<file path="src/rtl/syn_updown_mod_counter.sv">
// syn_updown_mod_counter: synchronous up/down counter with programmable modulus,
// count enable, direction control, parallel load (clamped to MOD-1), a
// combinational terminal-count flag and a registered wrap pulse.
// Optional feature macro: SYN_UPDOWN_CNT_SAT_EN. When it is defined the counter
// saturates at its limits instead of wrapping.
module syn_updown_mod_counter #(
    parameter int BITS = 5,
    parameter int MOD  = 32
) (
    input  logic            clk,
    input  logic            reset,
    input  logic            en,
    input  logic            up_dn,
    input  logic            load,
    input  logic [BITS-1:0] d,
    output logic [BITS-1:0] Q,
    output logic            tc,
    output logic            wrap
);

    // Reject illegal configurations at elaboration
    if (BITS < 2 || BITS > 16) begin : g_bad_bits
        $error("syn_updown_mod_counter: BITS must be 2..16");
    end
    if (MOD < 2 || MOD > (1 << BITS)) begin : g_bad_mod
        $error("syn_updown_mod_counter: MOD must be 2..2**BITS");
    end

    // Top count value, truncated to the register width so MOD == 2**BITS works
    localparam logic [BITS-1:0] MAX = BITS'(MOD - 1);

    logic            at_max;
    logic            at_zero;
    logic [BITS-1:0] q_inc;
    logic [BITS-1:0] q_dec;
    logic [BITS-1:0] q_nxt;
    logic            wrap_nxt;

    assign at_max  = (Q == MAX);
    assign at_zero = (Q == '0);
    assign q_inc   = Q + BITS'(1);
    assign q_dec   = Q - BITS'(1);

    // High in the cycle before a wrap so the next cascaded stage can use it as en
    assign tc = en & ((up_dn & at_max) | (~up_dn & at_zero));

    // Next-state selection: load beats enable, enable beats hold
    always_comb begin
        q_nxt    = Q;
        wrap_nxt = 1'b0;
        if (load) begin
            q_nxt = (d > MAX) ? MAX : d;
        end else if (en) begin
            if (up_dn) begin
`ifdef SYN_UPDOWN_CNT_SAT_EN
                // Pulse only on the step that lands on the limit, then hold
                if (!at_max) begin
                    q_nxt    = q_inc;
                    wrap_nxt = (q_inc == MAX);
                end
`else
                if (at_max) begin
                    q_nxt    = '0;
                    wrap_nxt = 1'b1;
                end else begin
                    q_nxt = q_inc;
                end
`endif
            end else begin
`ifdef SYN_UPDOWN_CNT_SAT_EN
                if (!at_zero) begin
                    q_nxt    = q_dec;
                    wrap_nxt = (q_dec == '0);
                end
`else
                if (at_zero) begin
                    q_nxt    = MAX;
                    wrap_nxt = 1'b1;
                end else begin
                    q_nxt = q_dec;
                end
`endif
            end
        end
    end

    // Count and wrap registers; reset clears both without waiting for a clock
    always_ff @(posedge clk or posedge reset) begin
        if (reset) begin
            Q    <= '0;
            wrap <= 1'b0;
        end else begin
            Q    <= q_nxt;
            wrap <= wrap_nxt;
        end
    end

endmodule
</file>
<file path="config.mk">
export PLATFORM = sky130hd
export DESIGN_NAME = syn_updown_mod_counter
export DESIGN_NICKNAME = d
export VERILOG_FILES = /design/src/rtl/syn_updown_mod_counter.sv
export SDC_FILE = /design/constraint.sdc
export NUM_CORES = 1
export LEC_CHECK = 0
export CORE_AREA = 2 2 39 41
export CTS_CLUSTER_DIAMETER = 80
export DETAILED_ROUTE_END_ITERATION = 10
export DIE_AREA = 0 0 41 43
export PLACE_DENSITY = 0.69
export SLEW_MARGIN = 30
export SYNTH_ARGS = -nofsm -noshare
export SYNTH_HDL_FRONTEND = slang
export SYNTH_SLANG_ARGS = --single-unit
</file>
<file path="constraint.sdc">
create_clock -name clk -period 4.08 [get_ports clk]
set_input_delay 0.612 -clock clk [delete_from_list [all_inputs] [get_ports clk]]
set_output_delay 0.612 -clock clk [all_outputs]
set_load 0.02 [all_outputs]
</file>
==> metrics.txt, run 1 <==
pin count of the biggest net entering global routing=12; area of the multi-input gates=328 sq um; Sum Neg Setup Slack=0 ps; leakage component of the power=0.302 nW; number of top-level design ports=17; slowest cell delay on critical path=620 ps; setup repair after global routing missed its margin=no; number of max-cap violations=0; CTS Buf Count=3; Detail Placement HPWL=870 microns; met2 WL=557 microns; Post-CTS Resized=0; Post-synth EDFFs=0; Worst Clk Skew=6.13 ps; maximum achievable frequency=309 MHz; met3 WL=69 microns; most common cell type on the critical path=sky130_fd_sc_hd__clkdlybuf4s50_1; cell area power density=293 nW/um^2; synthesized-area fraction occupied by xor and xnor cells=3.45%; async set-or-reset flop fraction in the synthesized netlist=100%; post-detailed-route via-to-cell ratio=5.23; syn_nets=70; starting density of the core=36.7%; routed metal-1 wirelength=536 microns; detailed-route wire length=1160 microns; TritonCTS sink count=6; FILL cells=141; number of nets in the final layout=88; Clk Latency, worst-skew pair=250 ps; simple-gate share of the synthesized area=25.9%; adder and majority cell fraction of the synthesized area=9.85%; Yosys top cell area share=29.6%; # hold bufs at CTS=0; number of distinct standard cells referenced by the synthesized netlist=28; multiplexer share of the synthesized area=1.97%; Worst Path Arrival=2630 ps; Slew @ Worst Pin=447 ps; Fin Hold WS=582 ps; clock edge transition at the registers on the reported setup and hold paths=50 ps; worst reg-to-reg setup slack=2220 ps; average footprint of a synthesized cell=9.07 sq um; final routed wire length divided by cell count=13.2 microns; type of the tightest min-delay check=in -> async; remaining routing DRC violations=0; Horiz. Die Dim=41 microns; count of buffers added by post-CTS timing repair for setup=0; WS Path Type=in -> out; Vert. Die Dim=43 microns; DRT antenna net count=0; post-route fraction of the period consumed by the critical path=79.4%; first-pass GRT wire length=1860 microns; first-pass detailed-route iteration total=4; synthesis-to-layout area growth=36.2%; die area=1760 sq um; final antenna diode count=0; post-synthesis sequential area ratio=29.6%; post-synthesis register bit count=6; max layer used=met3; clock tree root driver cell=sky130_fd_sc_hd__clkbuf_4; DRT iter0 DRCs=3; number of antenna violations at the first check in global routing=0; top cells by instance count after synthesis=sky130_fd_sc_hd__dfrtp_1 (6), sky130_fd_sc_hd__nor2_1 (5), sky130_fd_sc_hd__ha_1 (4), sky130_fd_sc_hd__o21ai_0 (4); reg-to-reg critical path startpoint=Q[0]$_DFFE_PP0P_; critical path startpoint category=input port; number of port buffers=16; synthesized area=508 sq um; Congestion Overflow GR=0; Yosys warning total=0; standard cell core area=1380 sq um; cell type with the highest aggregate area in the netlist=sky130_fd_sc_hd__dfrtp_1; vias post-DR=460; share of final-layout standard cells stronger than drive strength 1=8.33%; Pwr Total=0.203 mW; CP max FO=10; complex-gate fraction of the synthesized area=23.4%; Worst VDD drop=166 uV; via count of the first global-routing pass=461; clock tree from TritonCTS=yes; final count of negative-setup-slack endpoints=0; Max clock buf depth=2; Synth Flop Type=sky130_fd_sc_hd__dfrtp_1; level count of the clock H-tree=1; cell-by-cell listing of the critical path=clkdlybuf4s50_1 -> nand2b_4 -> or4_4 -> a21boi_0 -> clkdlybuf4s50_1; Critical Path Sink Type=output port; Final Slew Violations=0; Sequential Area=150 sq um; status=complete, no violations; Slew Limit Headroom=70.1%; Hold Fails Final Rpt=0; site row count=14; routability-driven placement congestion ratio=0.717; Syn Inst Count=56; top-count cell post-synth=sky130_fd_sc_hd__dfrtp_1; post-layout minimum cycle time=3240 ps; slowest cell on the critical path=sky130_fd_sc_hd__clkdlybuf4s50_1; worst r2r path cells=7; GRT Util Overall=16.0%; data required time of the worst path=3470 ps; reg2reg end=Q[3]$_DFFE_PP0P_; combinational family with the most area after synthesis=simple AND/OR/NAND/NOR gates; top cells by area in the synthesized netlist=sky130_fd_sc_hd__dfrtp_1 (30%), sky130_fd_sc_hd__ha_1 (9.9%), sky130_fd_sc_hd__a21boi_0 (4.4%)
## power breakdown
| part | switching, mW | total [mW] | internal (mW) |
|---|---|---|---|
| combinational | 0.0321 | 0.0686 | 0.0364 |
| clock | 0.0237 | 0.0572 | 0.0334 |
| sequential | 0.0114 | 0.0769 | 0.0655 |
| total | 0.0672 | 0.203 | 0.135 |
## metrics by stage
step                cells  utilization [%]  setup WS, ps  cell area [sq um]
CTS                    88             50.0           849                692
finish                 88             50.0           839                692
floorplan              56                -          1650                508
detailed placement     85             48.4           846                669
global route           88             50.0           771                692
global placement       85             48.4           847                669
## kinds of logic (layout without fill, tap and decap cells)
family / after synthesis / after routing
and+or+nand+nor: 21 / 21
AOI/OAI and AO/OA: 16 / 16
DFF: 6 / 6
buffers and inverters: 6 / 22
adders and majority gates: 4 / 4
xor gates and xnor gates: 2 / 2
muxes: 1 / 1
## metal layers
metal | vias up | track usage [%]
met1 | 210 | 17.6
met2 | 13 | 25.3
met4 | 0 | 4.00
met3 | 0 | 9.42
met5 | - | 0
li1 | 237 | -
## flip-flops by register name, summed over array words and instances, names as in the netlist
name and cells:
wrap 1, Q 5
## cell type report
class	count	area share, %
Clock buffer	3	3.25
Inverter	3	1.63
Multi-Input combinational cell	44	47.4
Sequential cell	6	21.7
Tap cell	16	2.89
Timing Repair Buffer	16	23.1
## worst max-delay path, delay by kind of cell
family	cells	cell delay, ps
buffers and inverters	2	1180
and+or+nand+nor	2	660
AOI/OAI and AO/OA	1	170
## worst max path at each step
stage | startpoint | cells after the start | slack (ps) | endpoint
finish | up_dn | 5 | 840 | tc
global route | up_dn | 5 | 770 | tc
CTS | up_dn | 5 | 850 | tc
detailed placement | up_dn | 5 | 850 | tc
global placement | up_dn | 5 | 850 | tc
floorplan | up_dn | 4 | 1650 | tc
## cells in the final DEF, fill, tap and decap left out
cell type                          n
sky130_fd_sc_hd__clkdlybuf4s50_1  16
sky130_fd_sc_hd__dfrtp_1           6
sky130_fd_sc_hd__nor2_1            5
sky130_fd_sc_hd__o21ai_0           4
sky130_fd_sc_hd__ha_1              4
sky130_fd_sc_hd__a21boi_0          3
sky130_fd_sc_hd__nand2_1           3
sky130_fd_sc_hd__inv_1             3
sky130_fd_sc_hd__clkbuf_4          3
sky130_fd_sc_hd__nand3b_1          2
sky130_fd_sc_hd__o2111ai_1         2
sky130_fd_sc_hd__nor2b_1           2
sky130_fd_sc_hd__and3_1            2
sky130_fd_sc_hd__nor3b_1           2
sky130_fd_sc_hd__a21oi_1           2
sky130_fd_sc_hd__nand2b_4          1
sky130_fd_sc_hd__or4_4             1
sky130_fd_sc_hd__a22o_1            1
sky130_fd_sc_hd__or3b_1            1
sky130_fd_sc_hd__nor3_1            1
sky130_fd_sc_hd__xnor2_1           1
sky130_fd_sc_hd__or2b_1            1
sky130_fd_sc_hd__a221oi_1          1
sky130_fd_sc_hd__o2bb2ai_1         1
sky130_fd_sc_hd__xor2_1            1
sky130_fd_sc_hd__mux2i_1           1
sky130_fd_sc_hd__a311oi_2          1
sky130_fd_sc_hd__a21o_1            1
No activity file was read; power rests on OpenSTA's default activity.
==> run 2, diff against run 1 <==
- CORE_AREA: 2 2 39 41 -> unset
- CORE_MARGIN: unset -> 2
- CORE_UTILIZATION: unset -> 39
- DIE_AREA: 0 0 41 43 -> unset
- PLACE_DENSITY: 0.69 -> 0.73
- clock period: 4.08 -> 2.94 ns (I/O delays scaled with it)
==> run 2 against run 1 <==
Net effect:
- flip-flop and latch count stayed put
- power is 40% higher
- worst setup slack worse by 330 ps
- clock power is 40% higher
- largest power group unchanged
- design area is 2.4% higher
- critical path type is now reg -> out
- wire length hardly changed
- sequential share of layout area is 0.50 points lower
- first-iteration DRC count grew to 3.0 times the previous value
- count of clock-buffer cells in the layout stayed put
==> metrics.txt, run 2 (synthesis results as in run 1) <==
setup repair after global routing missed its margin=no (unchanged); Detail Placement HPWL=870 microns (about the same); cell area power density=401 nW/um^2 (was 293 nW/um^2); CTS Buf Count=3 (unchanged); leakage component of the power=0.330 nW (was 0.302 nW); maximum achievable frequency=412 MHz; Sum Neg Setup Slack=0 ps (unchanged); WS Path Type=reg -> out (was in -> out); post-route fraction of the period consumed by the critical path=82.6%; Horiz. Die Dim=40.1 microns (was 41 microns); level count of the clock H-tree=1 (unchanged); Slew Limit Headroom=74.8% (was 70.1%); number of standard cells in the layout, taps in and fillers out=89 (was 88); Fin Hold WS=415 ps (was 582 ps); final count of negative-setup-slack endpoints=0 (unchanged); first-pass detailed-route iteration total=4 (unchanged); TritonCTS sink count=6 (unchanged); Max clock buf depth=2 (unchanged); FILL cells=118 (was 141); via count of the first global-routing pass=436 (was 461); status=complete, no violations (unchanged); number of port buffers=16 (unchanged); CP max FO=6 (was 10); Slew @ Worst Pin=377 ps (was 447 ps); Final Slew Violations=0 (unchanged); post-layout minimum cycle time=2430 ps; Critical Path Sink Type=output port (unchanged); number of max-cap violations=0 (unchanged); vias post-DR=484 (was 460); Worst Path Arrival=1990 ps (was 2630 ps); Most flops, register=Q (unchanged); share of final-layout standard cells stronger than drive strength 1=10.8% (was 8.33%); critical path startpoint category=register (was input port); Hold Fails Final Rpt=0 (unchanged); pin count of the biggest net entering global routing=12 (unchanged); Cells after DPL=86 (was 85); post-detailed-route via-to-cell ratio=5.44 (was 5.23); starting density of the core=40.6% (was 36.7%); synthesis-to-layout area growth=39.4% (was 36.2%); Clk Latency, worst-skew pair=250 ps (about the same); most frequent standard cell in the layout excluding fill and tap cells=sky130_fd_sc_hd__clkdlybuf4s50_1 (unchanged); number of antenna violations at the first check in global routing=0 (unchanged); Largest regs=Q: 5 flops, wrap: 1 flops (unchanged); Final WS setup=510 ps (was 839 ps); remaining routing DRC violations=0 (unchanged); flip-flop count of the largest register, all copies and words added=5 (unchanged); Congestion Overflow GR=0 (unchanged); die area=1610 sq um (was 1760 sq um); commonest non-fill, non-tap cells in the layout=sky130_fd_sc_hd__clkdlybuf4s50_1 (15), sky130_fd_sc_hd__dfrtp_1 (6), sky130_fd_sc_hd__nor2_1 (5), sky130_fd_sc_hd__o21ai_0 (4), sky130_fd_sc_hd__ha_1 (4) (was sky130_fd_sc_hd__clkdlybuf4s50_1 (16), sky130_fd_sc_hd__dfrtp_1 (6), sky130_fd_sc_hd__nor2_1 (5), sky130_fd_sc_hd__o21ai_0 (4), sky130_fd_sc_hd__ha_1 (4)); Pwr Total=0.284 mW (was 0.203 mW); Worst Clk Skew=1.90 ps (was 6.13 ps); DRT antenna net count=0 (unchanged); final antenna diode count=0 (unchanged); GRT Util Overall=20.3% (was 16.0%); number of nets in the final layout=90 (was 88); number of top-level design ports=17 (unchanged); type of the tightest min-delay check=in -> async (unchanged); standard cell core area=1250 sq um (was 1380 sq um); final routed wire length divided by cell count=13.1 microns (was 13.2 microns); data required time of the worst path=2500 ps (was 3470 ps); clock tree from TritonCTS=yes (unchanged); clock edge transition at the registers on the reported setup and hold paths=50 ps (about the same); Place WS=230 ps (was 846 ps); clock tree root driver cell=sky130_fd_sc_hd__clkbuf_4 (unchanged); Worst VDD drop=257 uV (was 166 uV); detailed-route wire length=1160 microns (about the same); site row count=13 (was 14); first-pass GRT wire length=1970 microns (was 1860 microns); routability-driven placement congestion ratio=0.865 (was 0.717); Vert. Die Dim=40.1 microns (was 43 microns); DRT iter0 DRCs=9 (was 3)
-- run 2: cell types whose count changed in the layout (fill, tap and decap cells not counted), sizes merged --
cell,change
buf,+2
dlymetal6s2s,+1
clkdlybuf4s50,-1
-- run 2: layout make-up --
| cell class | instances | area (sq um) | area share, % |
|---|---|---|---|
| clock buffers | 3 | 22.5 | 3.18 |
| flip-flops and latches | 6 | 150 | 21.2 |
| well taps | 15 | 18.8 | 2.65 |
| multi-input cells | 44 | 328 | 46.3 |
| inverters | 3 | 11.3 | 1.59 |
| repair buffers | 18 | 178 | 25.1 |
-- run 2: critical path: stages, from the launching register on --
cell	delay [ps]
sky130_fd_sc_hd__dfrtp_1	440
sky130_fd_sc_hd__inv_1	110
sky130_fd_sc_hd__ha_1	260
sky130_fd_sc_hd__nand2b_4	70
sky130_fd_sc_hd__or4_4	450
sky130_fd_sc_hd__a21boi_0	170
sky130_fd_sc_hd__dlymetal6s2s_1	240
-- run 2: final timing paths --
path	startpoint	endpoint	slack, ps	cells after the start
setup / recovery	Q[0]$_DFFE_PP0P_	tc	510	6
hold / removal	reset	Q[3]$_DFFE_PP0P_	410	2
setup reg to reg	Q[0]$_DFFE_PP0P_	Q[2]$_DFFE_PP0P_	1060	7
hold reg to reg	Q[2]$_DFFE_PP0P_	Q[2]$_DFFE_PP0P_	740	2
max in group asynchronous	reset	Q[4]$_DFFE_PP0P_	2320	2
min in group clk	Q[2]$_DFFE_PP0P_	Q[2]$_DFFE_PP0P_	740	2
-- run 2: timing repair --
| action | CTS | global route |
|---|---|---|
| setup buffers | 0 | 0 |
| endpoints found under the setup margin | 0 | 1 |
| hold buffers | 0 | 0 |
| resized for setup | 0 | 1 |
-- run 2: per-layer routing --
metal	up-vias	part of all wire (%)	wire length [microns]	track usage (%)
met2	19	50	578	31.9
met1	224	41	482	21.4
met4	0	1.1	13	12.9
met5	-	0	0	0
met3	2	7.7	89	10.0
li1	239	-	-	-
-- run 2: stage by stage --
stage / util (%) / cell area, sq um
2_1_floorplan: - / 508
3_3_place_gp: 54.5 / 683
3_5_place_dp: 54.5 / 683
4_1_cts: 56.3 / 706
5_1_grt: 56.5 / 708
6_report: 56.5 / 708
-- run 2: report_power, final --
part,internal [mW],switching (mW),total [mW]
clock,0.0464,0.0335,0.0799
sequential,0.0910,0.0151,0.106
combinational,0.0526,0.0451,0.0977
total,0.190,0.0937,0.284
